[src/rtl/v_alu_seq.sv]
// v_alu_seq: slices one vector instruction into 32-bit words, issues them to v_alu one per cycle
// and reassembles the result vector. Optional macro V_ALU_SEQ_PERF_EN adds perf_busy_cycles.
module v_alu_seq #(
    parameter int VECTOR_LENGTH = 128,
    parameter int VALU_OP_W_MAX = 32,
    localparam int NWORDS = VECTOR_LENGTH / 32,
    localparam int NW_W = $clog2(NWORDS) + 1
) (
    input  logic                     clk,
    input  logic                     nrst,
    input  logic                     instr_valid,
    output logic                     instr_ready,
    input  logic [3:0]               instr_op,
    input  logic [1:0]               instr_vsew,
    input  logic [NW_W-1:0]          instr_nwords,
    input  logic [VECTOR_LENGTH-1:0] instr_vA,
    input  logic [VECTOR_LENGTH-1:0] instr_vB,
    output logic [3:0]               alu_op_instr,
    output logic [1:0]               alu_vsew,
    output logic [VALU_OP_W_MAX-1:0] alu_op_A,
    output logic [VALU_OP_W_MAX-1:0] alu_op_B,
    input  logic [VALU_OP_W_MAX-1:0] alu_result,
    output logic                     res_valid,
    input  logic                     res_ready,
    output logic [VECTOR_LENGTH-1:0] res_vd
`ifdef V_ALU_SEQ_PERF_EN
    ,
    output logic [31:0]              perf_busy_cycles
`endif
);

    localparam int IDX_W = (NWORDS > 1) ? $clog2(NWORDS) : 1;
    localparam logic [3:0] VALU_VADD = 4'd1;
    localparam logic [3:0] VALU_VSUB = 4'd2;

    // Both handshakes: a transfer happens on a rising clk edge where valid && ready are both high.
    typedef enum logic [1:0] {IDLE, ISSUE, DRAIN, DONE} state_t;

    state_t                               state;
    logic [NW_W-1:0]                      nwords_q;
    logic [NWORDS-1:0][VALU_OP_W_MAX-1:0] va_q;
    logic [NWORDS-1:0][VALU_OP_W_MAX-1:0] vb_q;
    logic [NWORDS-1:0][VALU_OP_W_MAX-1:0] res_q;
    logic                                 lat_q;
    logic [IDX_W-1:0]                     issue_idx;
    logic [NW_W-1:0]                      nwords_clamp;
    logic                                 last_word;
    logic [IDX_W-1:0]                     drain_idx;

    assign nwords_clamp = (instr_nwords > NW_W'(NWORDS)) ? NW_W'(NWORDS) : instr_nwords;
    assign last_word    = (NW_W'(issue_idx) == nwords_q - NW_W'(1));
    assign drain_idx    = IDX_W'(nwords_q - NW_W'(1));

    assign instr_ready = nrst && (state == IDLE);
    assign res_valid   = (state == DONE);
    assign res_vd      = res_q;
    assign alu_op_A    = (state == ISSUE) ? va_q[issue_idx] : '0;
    assign alu_op_B    = (state == ISSUE) ? vb_q[issue_idx] : '0;

    always_ff @(posedge clk or negedge nrst) begin
        if (!nrst) begin
            state        <= IDLE;
            alu_op_instr <= 4'd0;
            alu_vsew     <= 2'd0;
            nwords_q     <= '0;
            va_q         <= '0;
            vb_q         <= '0;
            res_q        <= '0;
            lat_q        <= 1'b0;
            issue_idx    <= '0;
        end else begin
            case (state)
                IDLE: begin
                    if (instr_valid) begin
                        alu_op_instr <= instr_op;
                        alu_vsew     <= instr_vsew;
                        nwords_q     <= nwords_clamp;
                        va_q         <= instr_vA;
                        vb_q         <= instr_vB;
                        res_q        <= '0;
                        lat_q        <= (instr_op == VALU_VADD) || (instr_op == VALU_VSUB);
                        issue_idx    <= '0;
                        state        <= (nwords_clamp == '0) ? DONE : ISSUE;
                    end
                end
                ISSUE: begin
                    // Add/sub results emerge one cycle late, so they land one word behind the issue index.
                    if (!lat_q) begin
                        res_q[issue_idx] <= alu_result;
                    end else if (issue_idx != '0) begin
                        res_q[issue_idx - IDX_W'(1)] <= alu_result;
                    end
                    if (last_word) begin
                        state <= lat_q ? DRAIN : DONE;
                    end else begin
                        issue_idx <= issue_idx + IDX_W'(1);
                    end
                end
                DRAIN: begin
                    res_q[drain_idx] <= alu_result;
                    state            <= DONE;
                end
                DONE: begin
                    if (res_ready) begin
                        state <= IDLE;
                    end
                end
                default: state <= IDLE;
            endcase
        end
    end

`ifdef V_ALU_SEQ_PERF_EN
    always_ff @(posedge clk or negedge nrst) begin
        if (!nrst) begin
            perf_busy_cycles <= 32'd0;
        end else if ((state != IDLE) && (perf_busy_cycles != 32'hFFFF_FFFF)) begin
            perf_busy_cycles <= perf_busy_cycles + 32'd1;
        end
    end
`endif

endmodule

[config.mk]
export PLATFORM = sky130hd
export DESIGN_NAME = v_alu_seq
export DESIGN_NICKNAME = d
export VERILOG_FILES = /design/src/rtl/v_alu_seq.sv
export SDC_FILE = /design/constraint.sdc
export NUM_CORES = 1
export LEC_CHECK = 0
export BUFFER_PORTS_ARGS = -buffer_cell sky130_fd_sc_hd__buf_2
export CAP_MARGIN = 10
export CORE_AREA = 2 2 196 198
export DETAILED_ROUTE_END_ITERATION = 12
export DIE_AREA = 0 0 198 200
export PLACE_DENSITY_LB_ADDON = 0.2
export SLEW_MARGIN = 20
export SYNTH_ARGS = -nofsm -noshare
export SYNTH_HDL_FRONTEND = slang
export SYNTH_SLANG_ARGS = --single-unit
export TNS_END_PERCENT = 30
[constraint.sdc]
create_clock -name clk -period 4.3 [get_ports clk]
set_input_delay 0.43 -clock clk [delete_from_list [all_inputs] [get_ports clk]]
set_output_delay 0.43 -clock clk [all_outputs]
set_load 0.01 [all_outputs]
==> metrics.txt <==
status finished, final reports clean; Worst R2R Start issue_idx[0]; hold crit path type in -> reg; final-stage net count approximately 2100; distinct cell type count after synthesis 48; crit end category output port; Main synth FF type dfrtp_1; layout cells sized above 1 0.523; Slew Viols, Final 0; clock buffer depth 3; fillcell total 2995; first drt pass iteration count 5; global-route usage over all layers 0.247; post-DR vias/cell ~5.5; RSZ-0062 raised after global routing false; post-synthesis sequential area ratio 0.549; antenna viol nets, final 0; Syn Nets 1610; PortBufs 500; Final GP Congestion roughly 0.84; Hold Path Depth 2; Placed Cells about 2200; wire length per cell between 20 and 25 microns; largest net degree at the start of global routing around 140; cell taking the most area after synthesis dfrtp_1; ys async rst share 1.00; CTS sink count approximately 400; main area contributors after synthesis dfrtp_1, mux2_2, mux4_2, a22o_1, and2_1; worst-path cell chain buf_4 > mux4_2 > and2_1 > buf_2; min cycle time layout 3350 ps; Avg Cell Area, Syn ~14 sq um; TNS Setup 0 ps; Reg area ~10000 sq um; Critical-path top delay cell dfrtp_4; Slew @ Worst Pin roughly 1100 ps; FP Rows between 70 and 80; hold slack about 100 ps; WP buf/inv 2; relative slew slack 0.290; starting density of the core 0.485; fin crit share 0.778; Hold Path Sink vb_q[20]; LEAKAGE approximately 11 nW; Worst Hold Launch instr_vB[20]; Mapped Cells about 1300; Max Clk Rate around 300 MHz; r2r setup slk around 1100 ps; EDFF count, synth 0; Fin Clk Skew between 20 and 25 ps; # IOs between 500 and 600; CP max FO 32; PwrDens ~800 nW/um^2; cell with the most instances after synthesis dfrtp_1; synthesized area about 18000 sq um; Worst Setup Path Type reg -> out; max-cap viol count 0; initial antenna violation count 29; R2R depth 8; htree depth 2; synth warn 0; via count between 10000 and 15000; first-pass GRT wire length ~75000 microns; Clock Root Buffer clkbuf_16; Crit path max-delay family flip-flops; Final Setup Violations 0; die width roughly 200 microns; commonest cells in the synthesized netlist dfrtp_1, mux2_2, a22o_1; hpwl dp 34700 microns; worst vdd ir approximately 480 uV; flops & latches, synth a little under 400; clock transition at the registers of the reported paths 60 ps; Area Growth Syn to Fin 24.5%; Worst EP arrival roughly 2900 ps; Clk Latency, worst-skew pair between 500 and 600 ps; core area roughly 37000 sq um; drt initial violations 539; Total Routed Length about 50000 microns; final std cells w/o fill 2323; post-route DRC violation count 0; Critical Path RT between 3000 and 4000 ps; GR Overflow Total 0; Die H roughly 200 microns; crit start category register; cts bufs inserted between 40 and 50; vias in the first global route 13400; r2r endpoint res_vd[61]; Setup crit start issue_idx[0]; Crit path largest cell delay ~850 ps; Hold Fails Final Rpt 0; post-cts sizing count 0; post-synth top area share 0.549; CTS tree yes; area of the multi-input gates 7690 sq um; die footprint ~40000 sq um
## how the worst max path moves through the flow
stage / endpoint / slack [ps] / cells after the start
after floorplan: res_vd[100] / 1420 / 11
after global placement: res_vd[53] / 1110 / 8
after detailed placement: res_vd[47] / 1050 / 8
after CTS: alu_op_B[29] / 860 / 4
after global routing: alu_op_B[29] / 770 / 4
final: alu_op_B[23] / 950 / 4
## power breakdown
group	internal, mW	switching (mW)
sequential	5.46	1.07
combinational	3.78	3.60
clock	2.36	1.48
total	11.6	6.15
## state kept, by name (all words and copies together), names as in the netlist
name and flops:
issue_idx 2, va_q 128, state 2, vb_q 128, lat_q 1, alu_op_instr 4
alu_vsew 2, res_vd 128, nwords_q 3
## repair_timing
item,4_1_cts,5_1_grt
setup buffers,0,0
hold buffers,1,0
hold endpoints to repair,103,0
## cell type report
class,count,area share
inverter,10,0.00166
timing repair buffer,523,0.121
clock inverter,14,0.00897
sequential,398,0.441
multi-input combinational,785,0.340
antenna,22,0.00244
clock buffer,60,0.0563
tap,511,0.0283
## metal layers
layer,GRT usage,share of wire,wire [microns]
met1,0.303,0.39,19000
met2,0.412,0.50,24400
met3,0.0749,0.081,4000
met4,0.101,0.034,1660
met5,0,0.0016,79
## cells in the final DEF, fill, tap and decap left out, drive strengths merged, types with 2 or more instances in the layout
master   synthesis  layout
a211oi           4       4
a21o             2       2
a21oi           39      39
a22o            93      93
a22oi            2       2
a31oi            3       3
and2            65      65
buf             60     522
bufinv           0       5
clkbuf          39      60
clkinv           0       9
dfrtp          398     398
diode            0      22
ha              17      17
inv             10      10
mux2           270     270
mux2i           36      36
mux4            64      64
nand2           19      19
nand2b           4       4
nand3            8       8
nor2            59      59
nor2b            3       3
nor3             2       2
nor3b            3       3
o21ai           36      36
o221ai           4       4
o22a             2       2
o22ai            3       3
o2bb2ai         31      31
xnor2            2       2
xor2             2       2
## per-stage QoR
step	util	cell area [sq um]	setup slack, ps	total power, mW
3_3_place_gp	0.563	21100	1110	13.7
6_report	0.604	22600	954	17.7
2_1_floorplan	-	18200	1420	11.6
3_5_place_dp	0.563	21100	1050	14.0
5_1_grt	0.604	22600	767	18.9
4_1_cts	0.603	22500	862	17.9
## cell families after synthesis
kind of cell / count (synthesis) / share of synthesized area
xor+xnor: 4 / 0.00193
fa+ha+maj: 17 / 0.0117
compound gates: 226 / 0.0927
buf+inv: 109 / 0.0295
flops: 398 / 0.549
mux: 370 / 0.267
simple gates: 168 / 0.0489
Power figures use the tool's default switching activity.
